File: src/rtl/cpu_clock_sequencer.sv
// -----------------------------------------------------------------------------
// cpu_clock_sequencer
//
// Produces a one-cycle clock-enable stream for the processor core. The core
// runs on CLK and advances only in cycles where oCPU_EN is high. The enable
// stream is sequenced in one of four modes:
//   MANUAL : one enable per debounced step-key press
//   AUTO   : free-running enables every P cycles
//   BURST  : iBurstLen enables every P cycles, then back to MANUAL
//   HALT   : breakpoint stop; step keys still single-step, resume key exits
//
// Rate: P = max(fdiv,1) when fast, else max(fdiv,1) << SLOW_SHIFT.
//
// Ports
//   CLK          in   1   system clock (only clock in the block)
//   Reset        in   1   synchronous, active-high reset
//   iKEY         in   4   raw keys, active-low, asynchronous
//                         [3]=step [2]=auto/manual [1]=slow/fast [0]=resume
//   fdiv         in   8   rate divisor, 0 treated as 1
//   iBurstLen    in   16  number of enables in a burst
//   iBurstGo     in   1   one-cycle burst start request (MANUAL only)
//   iBreak       in   1   breakpoint level (honoured in AUTO/BURST only)
//   oCPU_EN      out  1   registered one-cycle clock enable
//   oMode        out  2   current mode: 0=MANUAL 1=AUTO 2=BURST 3=HALT
//                         (this is the FSM state register itself)
//   oFast        out  1   1 = fast rate selected
//   oCycleCount  out  32  enables issued since reset, wraps modulo 2^32
//
// Same-cycle event priority: Reset > iBreak > toggle > iBurstGo > step.
// Lower-priority events are dropped, never queued.
// -----------------------------------------------------------------------------
module cpu_clock_sequencer #(
    parameter int DEB_CYCLES = 16,
    parameter int SLOW_SHIFT = 18,
    parameter int CNT_W      = 26
) (
    input  logic        CLK,
    input  logic        Reset,
    input  logic [3:0]  iKEY,
    input  logic [7:0]  fdiv,
    input  logic [15:0] iBurstLen,
    input  logic        iBurstGo,
    input  logic        iBreak,
    output logic        oCPU_EN,
    output logic [1:0]  oMode,
    output logic        oFast,
    output logic [31:0] oCycleCount
);

    typedef enum logic [1:0] {
        MODE_MANUAL = 2'd0,
        MODE_AUTO   = 2'd1,
        MODE_BURST  = 2'd2,
        MODE_HALT   = 2'd3
    } mode_t;

    localparam int KEY_STEP   = 3;
    localparam int KEY_TOGGLE = 2;
    localparam int KEY_RATE   = 1;
    localparam int KEY_RESUME = 0;

    // Counter wide enough to count up to DEB_CYCLES-1.
    localparam int              DEB_W    = $clog2(DEB_CYCLES + 1);
    localparam logic [DEB_W-1:0] DEB_LAST = DEB_W'(DEB_CYCLES - 1);

    // -------------------------------------------------------------------------
    // Key path: 2-FF synchronizer, then a debouncer per key.
    // The debounced level flips only after DEB_CYCLES consecutive synchronized
    // samples that disagree with it; any agreeing sample restarts the count.
    // A press is the debounced 1->0 flip, registered so it is high for exactly
    // one cycle. Keys idle at released (1) out of reset so no false press.
    // -------------------------------------------------------------------------
    logic [3:0]       key_sync1;
    logic [3:0]       key_sync2;
    logic [3:0]       key_level;
    logic [3:0]       key_press;
    logic [DEB_W-1:0] deb_cnt [4];

    always_ff @(posedge CLK) begin
        if (Reset) begin
            key_sync1 <= 4'hF;
            key_sync2 <= 4'hF;
            key_level <= 4'hF;
            key_press <= 4'h0;
            for (int k = 0; k < 4; k++) begin
                deb_cnt[k] <= '0;
            end
        end else begin
            key_sync1 <= iKEY;
            key_sync2 <= key_sync1;
            key_press <= 4'h0;
            for (int k = 0; k < 4; k++) begin
                if (key_sync2[k] == key_level[k]) begin
                    deb_cnt[k] <= '0;
                end else if (deb_cnt[k] == DEB_LAST) begin
                    deb_cnt[k]   <= '0;
                    key_level[k] <= key_sync2[k];
                    // Only the released->pressed direction is an event.
                    key_press[k] <= ~key_sync2[k];
                end else begin
                    deb_cnt[k] <= deb_cnt[k] + 1'b1;
                end
            end
        end
    end

    logic step_press;
    logic toggle_press;
    logic rate_press;
    logic resume_press;

    assign step_press   = key_press[KEY_STEP];
    assign toggle_press = key_press[KEY_TOGGLE];
    assign rate_press   = key_press[KEY_RATE];
    assign resume_press = key_press[KEY_RESUME];

    // -------------------------------------------------------------------------
    // Period selection. The compare uses >= rather than == so that lowering
    // fdiv (or switching slow->fast) while the counter is already past the new
    // terminal value fires on the next cycle instead of wrapping the counter.
    // -------------------------------------------------------------------------
    logic [7:0]       div_eff;
    logic [CNT_W-1:0] period;
    logic [CNT_W-1:0] period_last;
    logic [CNT_W-1:0] per_cnt;
    logic             pulse_due;

    assign div_eff     = (fdiv == 8'd0) ? 8'd1 : fdiv;
    assign period      = oFast ? CNT_W'(div_eff) : (CNT_W'(div_eff) << SLOW_SHIFT);
    assign period_last = period - CNT_W'(1);
    assign pulse_due   = (per_cnt >= period_last);

    // -------------------------------------------------------------------------
    // Mode FSM. All outputs are flops; oCPU_EN defaults low every cycle so any
    // enable is exactly one cycle wide.
    // -------------------------------------------------------------------------
    mode_t       mode;
    logic [15:0] remaining;

    assign oMode = mode;

    always_ff @(posedge CLK) begin
        if (Reset) begin
            mode        <= MODE_MANUAL;
            oCPU_EN     <= 1'b0;
            oFast       <= 1'b0;
            per_cnt     <= '0;
            remaining   <= '0;
            oCycleCount <= '0;
        end else begin
            oCPU_EN <= 1'b0;

            // Counts the enable presented during the cycle now ending.
            oCycleCount <= oCycleCount + 32'(oCPU_EN);

            // Rate toggle is independent of mode; the new period is used from
            // the next comparison onward.
            if (rate_press) begin
                oFast <= ~oFast;
            end

            unique case (mode)
                MODE_MANUAL: begin
                    if (toggle_press) begin
                        mode    <= MODE_AUTO;
                        per_cnt <= '0;
                    end else if (iBurstGo && (iBurstLen != 16'd0)) begin
                        mode      <= MODE_BURST;
                        remaining <= iBurstLen;
                        per_cnt   <= '0;
                    end else if (step_press) begin
                        oCPU_EN <= 1'b1;
                    end
                end

                MODE_AUTO: begin
                    // A break in the same cycle as a due pulse swallows it.
                    if (iBreak) begin
                        mode <= MODE_HALT;
                    end else if (toggle_press) begin
                        mode <= MODE_MANUAL;
                    end else if (pulse_due) begin
                        oCPU_EN <= 1'b1;
                        per_cnt <= '0;
                    end else begin
                        per_cnt <= per_cnt + CNT_W'(1);
                    end
                end

                MODE_BURST: begin
                    if (iBreak) begin
                        mode <= MODE_HALT;
                    end else if (toggle_press) begin
                        mode <= MODE_MANUAL;
                    end else if (pulse_due) begin
                        oCPU_EN   <= 1'b1;
                        per_cnt   <= '0;
                        remaining <= remaining - 16'd1;
                        // This pulse is the last one; leave with it.
                        if (remaining <= 16'd1) begin
                            mode <= MODE_MANUAL;
                        end
                    end else begin
                        per_cnt <= per_cnt + CNT_W'(1);
                    end
                end

                MODE_HALT: begin
                    // Toggle and burst requests are ignored while halted.
                    if (resume_press) begin
                        mode <= MODE_MANUAL;
                    end else if (step_press) begin
                        oCPU_EN <= 1'b1;
                    end
                end

                default: begin
                    mode <= MODE_MANUAL;
                end
            endcase
        end
    end

endmodule

File: config.mk
export PLATFORM = sky130hd
export DESIGN_NAME = cpu_clock_sequencer
export DESIGN_NICKNAME = d
export VERILOG_FILES = /design/src/rtl/cpu_clock_sequencer.sv
export SDC_FILE = /design/constraint.sdc
export NUM_CORES = 1
export LEC_CHECK = 0
export BUFFER_PORTS_ARGS = -buffer_cell sky130_fd_sc_hd__clkbuf_2
export CORE_ASPECT_RATIO = 0.7
export CORE_MARGIN = 8
export CORE_UTILIZATION = 60
export CTS_CLUSTER_SIZE = 16
export DETAILED_ROUTE_END_ITERATION = 10
export PLACE_DENSITY = 0.83
export SYNTH_ARGS = -nofsm -noshare
export SYNTH_HDL_FRONTEND = slang
export SYNTH_SLANG_ARGS = --single-unit
File: constraint.sdc
create_clock -name CLK -period 8.3 [get_ports CLK]
set_input_delay 0.83 -clock CLK [delete_from_list [all_inputs] [get_ports CLK]]
set_output_delay 0.83 -clock CLK [all_outputs]
set_load 0.05 [all_outputs]
After elaboration in Yosys (flattened, before gate mapping)
Memory sizes are Yosys's and may differ from the RTL's.
Cells that the tools add are included.
{ "op_classes": {"n_bitwise": 25, "mux": 90, "reduce_logical": 18, "addsub": 8, "magnitude_cmp": 2, "n_eq_ne": 23} }
{ "ops": {"columns": ["cell", "n"], "rows": [
  ["26-bit two-way mux", 6],
  ["16-bit two-way mux", 5],
  ["5-bit two-way mux", 12],
  ["1-bit two-way mux", 53],
  ["26-bit one-hot mux with 2 select lines", 1],
  ["32-bit by 1-bit adder with 32-bit output", 1],
  ["16-bit one-hot mux with 2 select lines", 1],
  ["26-bit by 1-bit adder with 26-bit output (second input constant)", 1],
  ["26-bit >= comparator", 1],
  ["26-bit by 1-bit subtractor with 26-bit output (second input constant)", 1],
  ["5-bit by 1-bit adder with 5-bit output (second input constant)", 4],
  ["5-bit by 4-bit equality test with 1-bit output (second input constant)", 4],
  ["2-bit two-way mux", 9],
  ["16-bit by 1-bit <= comparator with 1-bit output (second input constant)", 1],
  ["2-bit inequality test (second input constant)", 8],
  ["16-bit nonzero test", 1],
  ["16-bit by 1-bit subtractor with 16-bit output (second input constant)", 1],
  ["1-bit inverter", 13],
  ["1-bit OR", 12],
  ["3-bit OR reduction", 4],
  ["8-bit zero test", 1],
  ["8-bit two-way mux", 1],
  ["4-bit inequality test (second input constant)", 2],
  ["2-bit one-hot mux with 4 select lines", 1],
  ["other kinds (13)", 22]
]} }
{ "word_totals": {"ram_bits": 20, "ff_bits": 94, "elab_cells": 183, "inputBits": 32, "n_memories": 1, "output_inout_bits": 36} }
{ "memory_table": {"columns": ["name", "words", "width", "read_ports", "rd_ports_with_merged_regs", "wr", "line_no", "rtl"], "rows": [
  ["deb_cnt", 4, 5, 4, 0, 4, "77", "logic [DEB_W-1:0] deb_cnt [4];"]
]} }

Logic depth before layout (Yosys ltp)
Gate-level depths: netlist (run 1).
{ "depth": {"word_depth": 9, "ltp_mapped": 19} }

Least setup slack after synthesis (run 1)
No wires, ideal clock.
{ "synth_timing": {"path_type": "input to register", "from": "input port fdiv[4]", "to": "register per_cnt[10]", "arrival_time_ns": 4.838, "slack_ns": 3.345, "cell_stages": 18, "required_ns": 8.183, "setup_ns": 0.117, "path_cell_list": "or3_1 > or2_2 > nor3_1 > or3_1 > clkbuf_1 > nor2_1 > xnor2_1 > or2_2 > ha_1 > nand4_1 > or4_1 > a21oi_1 > o31ai_1 > and3_1 > clkbuf_1 > o21ai_1 > buf_2 > nor2_1"} }
{ "synth_via": {"elab_chain_cells": 9} }
{ "synth_lines": {"columns": ["item", "line_no", "rtl"], "rows": [
  ["from (decl)", "40", "input logic [7:0] fdiv,"],
  ["8-bit zero test", "128", "assign div_eff = (fdiv == 8'd0) ? 8'd1 : fdiv;"],
  ["8-bit two-way mux (*)", "128", null],
  ["26-bit two-way mux (*)", "129", "assign period = oFast ? CNT_W'(div_eff) : (CNT_W'(div_eff) << SLOW_SHIFT);"],
  ["26-bit by 1-bit subtractor with 26-bit output (*)", "130", "assign period_last = period - CNT_W'(1);"],
  ["26-bit >= comparator (*)", "131", "assign pulse_due = (per_cnt >= period_last);"],
  ["26-bit two-way mux (*)", "182, 195", null],
  ["26-bit two-way mux (*)", "193", "end else if (toggle_press) begin"],
  ["26-bit two-way mux (*)", "191", "if (iBreak) begin"],
  ["26-bit one-hot mux with 2 select lines (*)", "162", "unique case (mode)"],
  ["to (signal assigned)", "186", "per_cnt <= per_cnt + CNT_W'(1);"],
  ["to (signal assigned)", "204", "per_cnt <= per_cnt + CNT_W'(1);"],
  ["to (decl)", "125", "logic [CNT_W-1:0] per_cnt;"]
]} }
Mark *: on every way between the ends. The rest lies on a longest branch, timed or not. The select of a mux whose other input is x is not followed.
A chain may end at the register's enable or synchronous reset.

Worst setup path after layout (run 1)
{ "layout_timing": {"from": "input port fdiv[4]", "to": "register remaining[12]"} }
{ "layout_via": {"elab_chain_cells": 7} }
{ "layout_lines": {"columns": ["item", "line_no", "rtl"], "rows": [
  ["8-bit zero test", "128", null],
  ["8-bit two-way mux (*)", "128", null],
  ["26-bit two-way mux (*)", "129", null],
  ["26-bit by 1-bit subtractor with 26-bit output (*)", "130", null],
  ["26-bit >= comparator (*)", "131", null],
  ["2-bit inequality test (no line) (*)", null, null],
  ["6-bit AND reduction (no line) (*)", null, null],
  ["to (signal assigned)", "169", "remaining <= iBurstLen;"],
  ["to (signal assigned)", "198", "remaining <= remaining - 16'd1;"],
  ["to (decl)", "138", "logic [15:0] remaining;"]
]} }
Mark *: on every way between the ends. The rest lies on a longest branch, timed or not.

==> reports/qor.yml, run 1 <==
worst_setup_path:
  criticalPathCategory: "in2reg"
  cp_max_fo: 14
  path_buf_inv: 1
  crit_family: "simple AND/OR/NAND/NOR gates"
  cp_num_cells: 17
  r2r_start: "oFast"
  worstPathArrival_ns: 5.84
  cp_cell_sequence: "clkbuf_2 > or3_1 > or2_2 > nor4_1 > o21ai_0 > ha_1 > o21ai_0 > nor4_1 > o32a_1 > ha_1 > nand4_1 > or4_1 > a21oi_1 > o31a_1 > o21ai_2 > or3_2 > a221oi_1"
  cp-startpoint: "fdiv[4]"
  r2r_cells: 13
  crit_path_top_delay_cell: "or4_1"
  slowest_delay_ns: 0.58
  cp-end-kind: "flip-flop"
  r2r_setup_slack_ns: 3.26
  r2r_end: "remaining[12]"
  critPathLaunchType: "input pin"
  crit_required_ns: 8.61
  crit_end: "remaining[12]"
grt:
  grt_pass1_vias: 5303
  grt.overflow.total: 0
  antenna_found_initial: 0
  grt_max_degree: 52
  grt_pass1_wl_mm: 25.0
  grt_usage: 0.214
route:
  drt_iter0_markers: 551
  wirelength_mm: 14.9
  dr.pass1.iters: 5
  antenna_left: 0
  wl_per_cell_um: 15.8
  avgViaCountPerCell: 5.87
  drc: 0
  vias: 5525
pwr:
  internal-power_mw: 1.22
  combPwrFrac: 0.252
  power_density_mw_per_mm2: 248
  pwr-share-clk: 0.392
  sw_frac_of_total: 0.328
  ir_drop_v: 0.000182
  power_leakage_nw: 3.04
  p_seq_frac: 0.356
  power.switching_mw: 0.598
yosys:
  syn-instance-count: 712
  yosys_most_used_dff: "dfxtp_1"
  ys_types: 66
  synth.cell_area_sq_mm: 0.00625
  yosys_warnings: 0
  seq_area_frac_synth: 0.397
  syn_avg_cell_area_sq_um: 8.78
  synth_enable_flop_cells: 20
  ys_async_sr_fraction: 0
  synth_seq_cells: 114
sta:
  slew_violations: 0
  setup_violations: 0
  post-route-min-period_ns: 5.53
  relSlewSlack: 0.395
  rsz0062_at_grt: "no"
  min_period_over_period: 0.666
  hold_ws_ns: 0.409
  skew_ns: 0.00757
  fmax_mhz: 181
  hold_violations: 0
  tightest_slew_ns: 0.900
  tns_ns: 0
floorplan:
  die_w_um: 138
  die_h_um: 101
  core_area_sq_mm: 0.0102
  fp-row-count: 31
  io_pins: 68
  dieArea_sq_mm: 0.0140
  initial_core_util: 0.611
clocking:
  cts.repair.resized: 0
  cts_inserted_buffers: 17
  hold_buffers: 0
  ctsHtreeMaxLevel: 4
  clkSinkCount: 114
  cts_tree: "built"
  cts_buffer_depth: 2
  cts_setup_buffers: 0
  clk_latency_ns: 0.41
  clockRootBuffer: "clkbuf_16"
  path_clk_slew_ns: 0.05
flow_run:
  cap_viol_max_count: 0
final_layout:
  final_common_cell: "dfxtp_1"
  nFillCells: 762
  drive_above_1_share: 0.156
  seq_area_sq_mm: 0.00248
  area_growth_pct: 17.5
  mostFrequentLayoutCells: "94 x dfxtp_1, 93 x nor2_1, 67 x clkbuf_2"
  antenna_cells: 0
  multi_input_area_sq_mm: 0.00364
  nets: 875
place:
  globalplace.congestion: 0.917
  io_buffer_count: 67
  dp_hpwl_mm: 10.7
hold_path:
  hold_path_class: "reg2reg"
outcome:
  outcome: "complete, no violations"
## synthesized netlist by cell type, types with 5 or more instances
library cell | n | share of area
a21oi_1 | 36 | 0.029
and2_1 | 5 | 0.0050
and3_1 | 18 | 0.018
and4_1 | 5 | 0.0070
clkbuf_1 | 17 | 0.010
dfxtp_1 | 94 | 0.30
edfxtp_1 | 20 | 0.096
ha_1 | 46 | 0.092
inv_1 | 29 | 0.017
mux2i_1 | 8 | 0.013
nand2_1 | 59 | 0.035
nand3_1 | 27 | 0.022
nand4_1 | 24 | 0.024
nor2_1 | 93 | 0.056
nor2b_1 | 6 | 0.0060
nor3_1 | 14 | 0.011
nor4_1 | 6 | 0.0060
nor4bb_1 | 5 | 0.0080
o21ai_0 | 27 | 0.022
o22ai_1 | 5 | 0.0050
o32ai_1 | 5 | 0.0070
or2_2 | 12 | 0.012
or3_1 | 18 | 0.018
or4_1 | 6 | 0.0072
xnor2_1 | 24 | 0.034
xor2_1 | 35 | 0.049
## flip-flops by register name (all words and copies together), names as in the netlist, 2 cells and up
register	count
key_press	4
oCycleCount	32
key_sync1	4
key_sync2	4
deb_cnt	20
oMode	2
key_level	4
per_cnt	26
remaining	16
## per-layer routing
layer	track usage	routed length, um	vias up
met4	0.0782	153	0
met1	0.266	6830	2580
met5	0	0	-
li1	-	-	2708
met2	0.353	6870	220
met3	0.0567	1050	17
## worst reg2reg max path, delay by kind of cell, from the launching register on
kind            cells  cell delay [ns]
flops               1             0.91
simple gates        4             1.38
compound gates      7             1.93
fa+ha+maj           2             0.72
## kinds of logic after synthesis
| logic type | Yosys count | share of synthesized area |
|---|---|---|
| AOI/OAI and AO/OA | 117 | 0.125 |
| and+or+nand+nor | 314 | 0.256 |
| other | 1 | 0.000600 |
| DFF | 114 | 0.397 |
| xor gates and xnor gates | 59 | 0.0826 |
| muxes | 9 | 0.0146 |
| buffers and inverters | 52 | 0.0324 |
| adders and majority gates | 46 | 0.0920 |
## worst min path at each step
stage | depth (start not counted) | slack, ns | to | from
after global placement | 1 | 0.39 | key_sync2[2] | key_sync1[2]
final | 1 | 0.41 | key_sync2[3] | key_sync1[3]
after global routing | 1 | 0.43 | key_sync2[0] | key_sync1[0]
after CTS | 1 | 0.41 | key_sync2[3] | key_sync1[3]
after detailed placement | 1 | 0.40 | key_sync2[3] | key_sync1[3]
after floorplan | 1 | 0.39 | key_sync2[0] | key_sync1[0]
## stage by stage
stage | instances | utilization | setup slack [ns] | instance area (sq um) | power (mW)
detailed placement | 910 | 0.660 | 2.50 | 6750 | 1.10
finish | 942 | 0.717 | 2.77 | 7350 | 1.82
global placement | 910 | 0.660 | 2.70 | 6750 | 1.09
CTS | 942 | 0.717 | 2.87 | 7350 | 1.82
global route | 942 | 0.717 | 2.50 | 7350 | 1.91
floorplan | 731 | - | 3.34 | 6320 | 0.995
## cell type report
class	instances	area share
sequential	114	0.338
timing repair buffer	70	0.0487
tap	132	0.0225
inverter	29	0.0148
clock inverter	10	0.0129
multi-input combinational	565	0.495
clock buffer	22	0.0676
## power groups by stage
| stage | Sequential (mW) | Clock (mW) | Combinational, mW |
|---|---|---|---|
| floorplan | 0.674 | 0 | 0.321 |
| global placement | 0.654 | 0 | 0.433 |
| detailed placement | 0.656 | 0 | 0.446 |
| CTS | 0.646 | 0.720 | 0.451 |
| global route | 0.654 | 0.749 | 0.507 |
| finish | 0.648 | 0.714 | 0.460 |
Power figures use the tool's default switching activity.
==> run 2: changes to the inputs <==
Settings changed: CORE_UTILIZATION 60 to 53, PLACE_DENSITY 0.83 to 0.78.
Clock period 8.3 ns to 4.62 ns, I/O delays scaled along.
==> run 2 against run 1 <==
Core utilization is 6.8 points lower; critical endpoint unchanged; non-clock buffer count is 16 higher; hold slack worse by 0.17 ns; wire length is 2.6% higher; register-to-register slack worse by 2.5 ns; cell count is 4.4% higher; sequential share of layout area is 0.83 points lower; critical path type unchanged; setup slack worse by 2.4 ns; sequential cell count stayed put.
==> reports/qor.yml, run 2 (same netlist as run 1, synthesis figures left out) <==
floorplan:
  fp-row-count: 33
  die_w_um: 146
  io_pins: 68
  initial_core_util: 0.539
  die_h_um: 107
  dieArea_sq_mm: 0.0156
  core_area_sq_mm: 0.0116
route:
  drc: 0
  vias: 5708
  dr.pass1.iters: 6
  antenna_left: 0
  drt_iter0_markers: 611
  wl_per_cell_um: 15.6
  wirelength_mm: 15.3
  avgViaCountPerCell: 5.81
worst_setup_path:
  cp-startpoint: "fdiv[4]"
  cp-end-kind: "flip-flop"
  critPathLaunchType: "input pin"
  crit_path_top_delay_cell: "or4_1"
  crit_top_cell: "ha_1"
  cp_max_fo: 12
  criticalPathCategory: "in2reg"
  path_buf_inv: 2
  r2r_start: "oFast"
  crit_required_ns: 4.93
  cp_cell_sequence: "clkbuf_2 > or3_1 > or2_2 > nor4_2 > o21ai_0 > ha_1 > buf_4 > xor2_1 > nor2_1 > a31oi_1 > ha_1 > nand4_1 > or4_1 > a21oi_1 > o31a_1 > o21ai_2 > or3_2 > a221oi_1"
  crit_family: "simple AND/OR/NAND/NOR gates"
  worstPathArrival_ns: 4.55
  slowest_delay_ns: 0.54
place:
  place_ws_ns: -0.113
  dpl.cell_count: 951
  globalplace.congestion: 0.900
  io_buffer_count: 67
  dp_hpwl_mm: 11.1
pwr:
  pwr-share-clk: 0.400
  power_density_mw_per_mm2: 446
  sw_frac_of_total: 0.328
  power.switching_mw: 1.10
  p_seq_frac: 0.345
  ir_drop_v: 0.000292
  internal-power_mw: 2.26
  power_leakage_nw: 3.13
  combPwrFrac: 0.255
final_layout:
  final_common_cell: "dfxtp_1"
  seq_area_sq_mm: 0.00248
  top_register: "oCycleCount"
  drive_above_1_share: 0.173
  antenna_cells: 0
  fin_cells: 983
  largest_reg_flops: 32
  nFillCells: 929
  area_growth_pct: 20.4
  mostFrequentLayoutCells: "94 x dfxtp_1, 93 x nor2_1, 67 x clkbuf_2"
  nets: 891
  reg_top3: "oCycleCount (32), per_cnt (26), deb_cnt (20)"
  multi_input_area_sq_mm: 0.00365
sta:
  tightest_slew_ns: 0.948
  slew_violations: 0
  relSlewSlack: 0.363
  fmax_mhz: 236
  min_period_over_period: 0.918
  setup_ws_ns: 0.380
  skew_ns: 0.00524
  post-route-min-period_ns: 4.24
  hold_violations: 0
  rsz0062_at_grt: "no"
  setup_violations: 0
clocking:
  ctsHtreeMaxLevel: 4
  clkSinkCount: 114
  clk_latency_ns: 0.41
  clockRootBuffer: "clkbuf_16"
  path_clk_slew_ns: 0.06
  cts_tree: "built"
  cts_inserted_buffers: 17
  cts_buffer_depth: 2
  hold_buffers: 0
grt:
  grt.overflow.total: 0
  grt_pass1_wl_mm: 25.4
  grt_usage: 0.197
  grt_max_degree: 59
  grt_pass1_vias: 5434
  antenna_found_initial: 0
hold_path:
  hold_start: "iKEY[1]"
  hold_path_class: "in2reg"
outcome:
  outcome: "complete, no violations"
flow_run:
  cap_viol_max_count: 0
run 2: cell types whose count changed in the layout (fill, tap and decap cells not counted), sizes merged:
| cell | previous run | this run |
|---|---|---|
| clkinv | 5 | 2 |
| buf | 3 | 19 |
| clkbuf | 89 | 91 |
| inv | 32 | 33 |
run 2: worst reg2reg max path, cell delays in order (launching register included):
cell and delay, ns:
dfxtp_1 0.37, buf_4 0.29, inv_1 0.18, o21ai_0 0.29
nor4_1 0.09, o32a_1 0.30, ha_1 0.28, nand4_1 0.12
or4_1 0.55, a21oi_1 0.17, o31a_1 0.20, o21ai_2 0.13
or3_2 0.48, a221oi_1 0.31
run 2: power by group through the flow:
stage                     clock, mW  combinational (mW)  sequential, mW
final                          1.34               0.856            1.16
after global routing           1.40               0.939            1.17
after CTS                      1.36               0.834            1.16
after detailed placement          0               0.827            1.18
after global placement            0               0.802            1.17
after floorplan                   0               0.577            1.21
run 2: cell type report:
type	instances	area share
multi-input cells	565	0.484
flip-flops and latches	114	0.330
clock buffers	24	0.0711
repair buffers	86	0.0635
well taps	157	0.0261
inverters	29	0.0145
clock inverters	8	0.0111
run 2: per-layer routing:
metal,vias to the layer above,wire [um],part of all wire,global-route usage
li1,2751,-,-,-
met2,256,7060,0.46,0.314
met3,29,1310,0.086,0.0572
met4,0,195,0.013,0.0725
met1,2672,6720,0.44,0.251
met5,-,0,0,0
run 2: final timing paths:
check	cells after the start	to	slack [ns]
worst max-delay path	18	remaining[12]	0.38
worst min-delay path	2	key_sync1[1]	0.24
worst max register to register	13	remaining[12]	0.75
worst min register to register	1	key_sync2[2]	0.41
run 2: metrics by stage:
step	cell area, sq um	hold WS (ns)	TNS (ns)	util	power, mW
6_report	7530	0.236	0	0.649	3.36
3_3_place_gp	6910	0.394	0	0.595	1.97
2_1_floorplan	6320	0.389	0	-	1.79
3_5_place_dp	6910	0.397	-0.249	0.595	2.00
4_1_cts	7520	0.225	0	0.649	3.35
5_1_grt	7530	0.228	0	0.649	3.51
run 2: repair_timing:
action / in CTS / in global routing
resized for setup: 0 / 1
setup endpoints to repair: 0 / 3
buffers inserted: 0 / 0
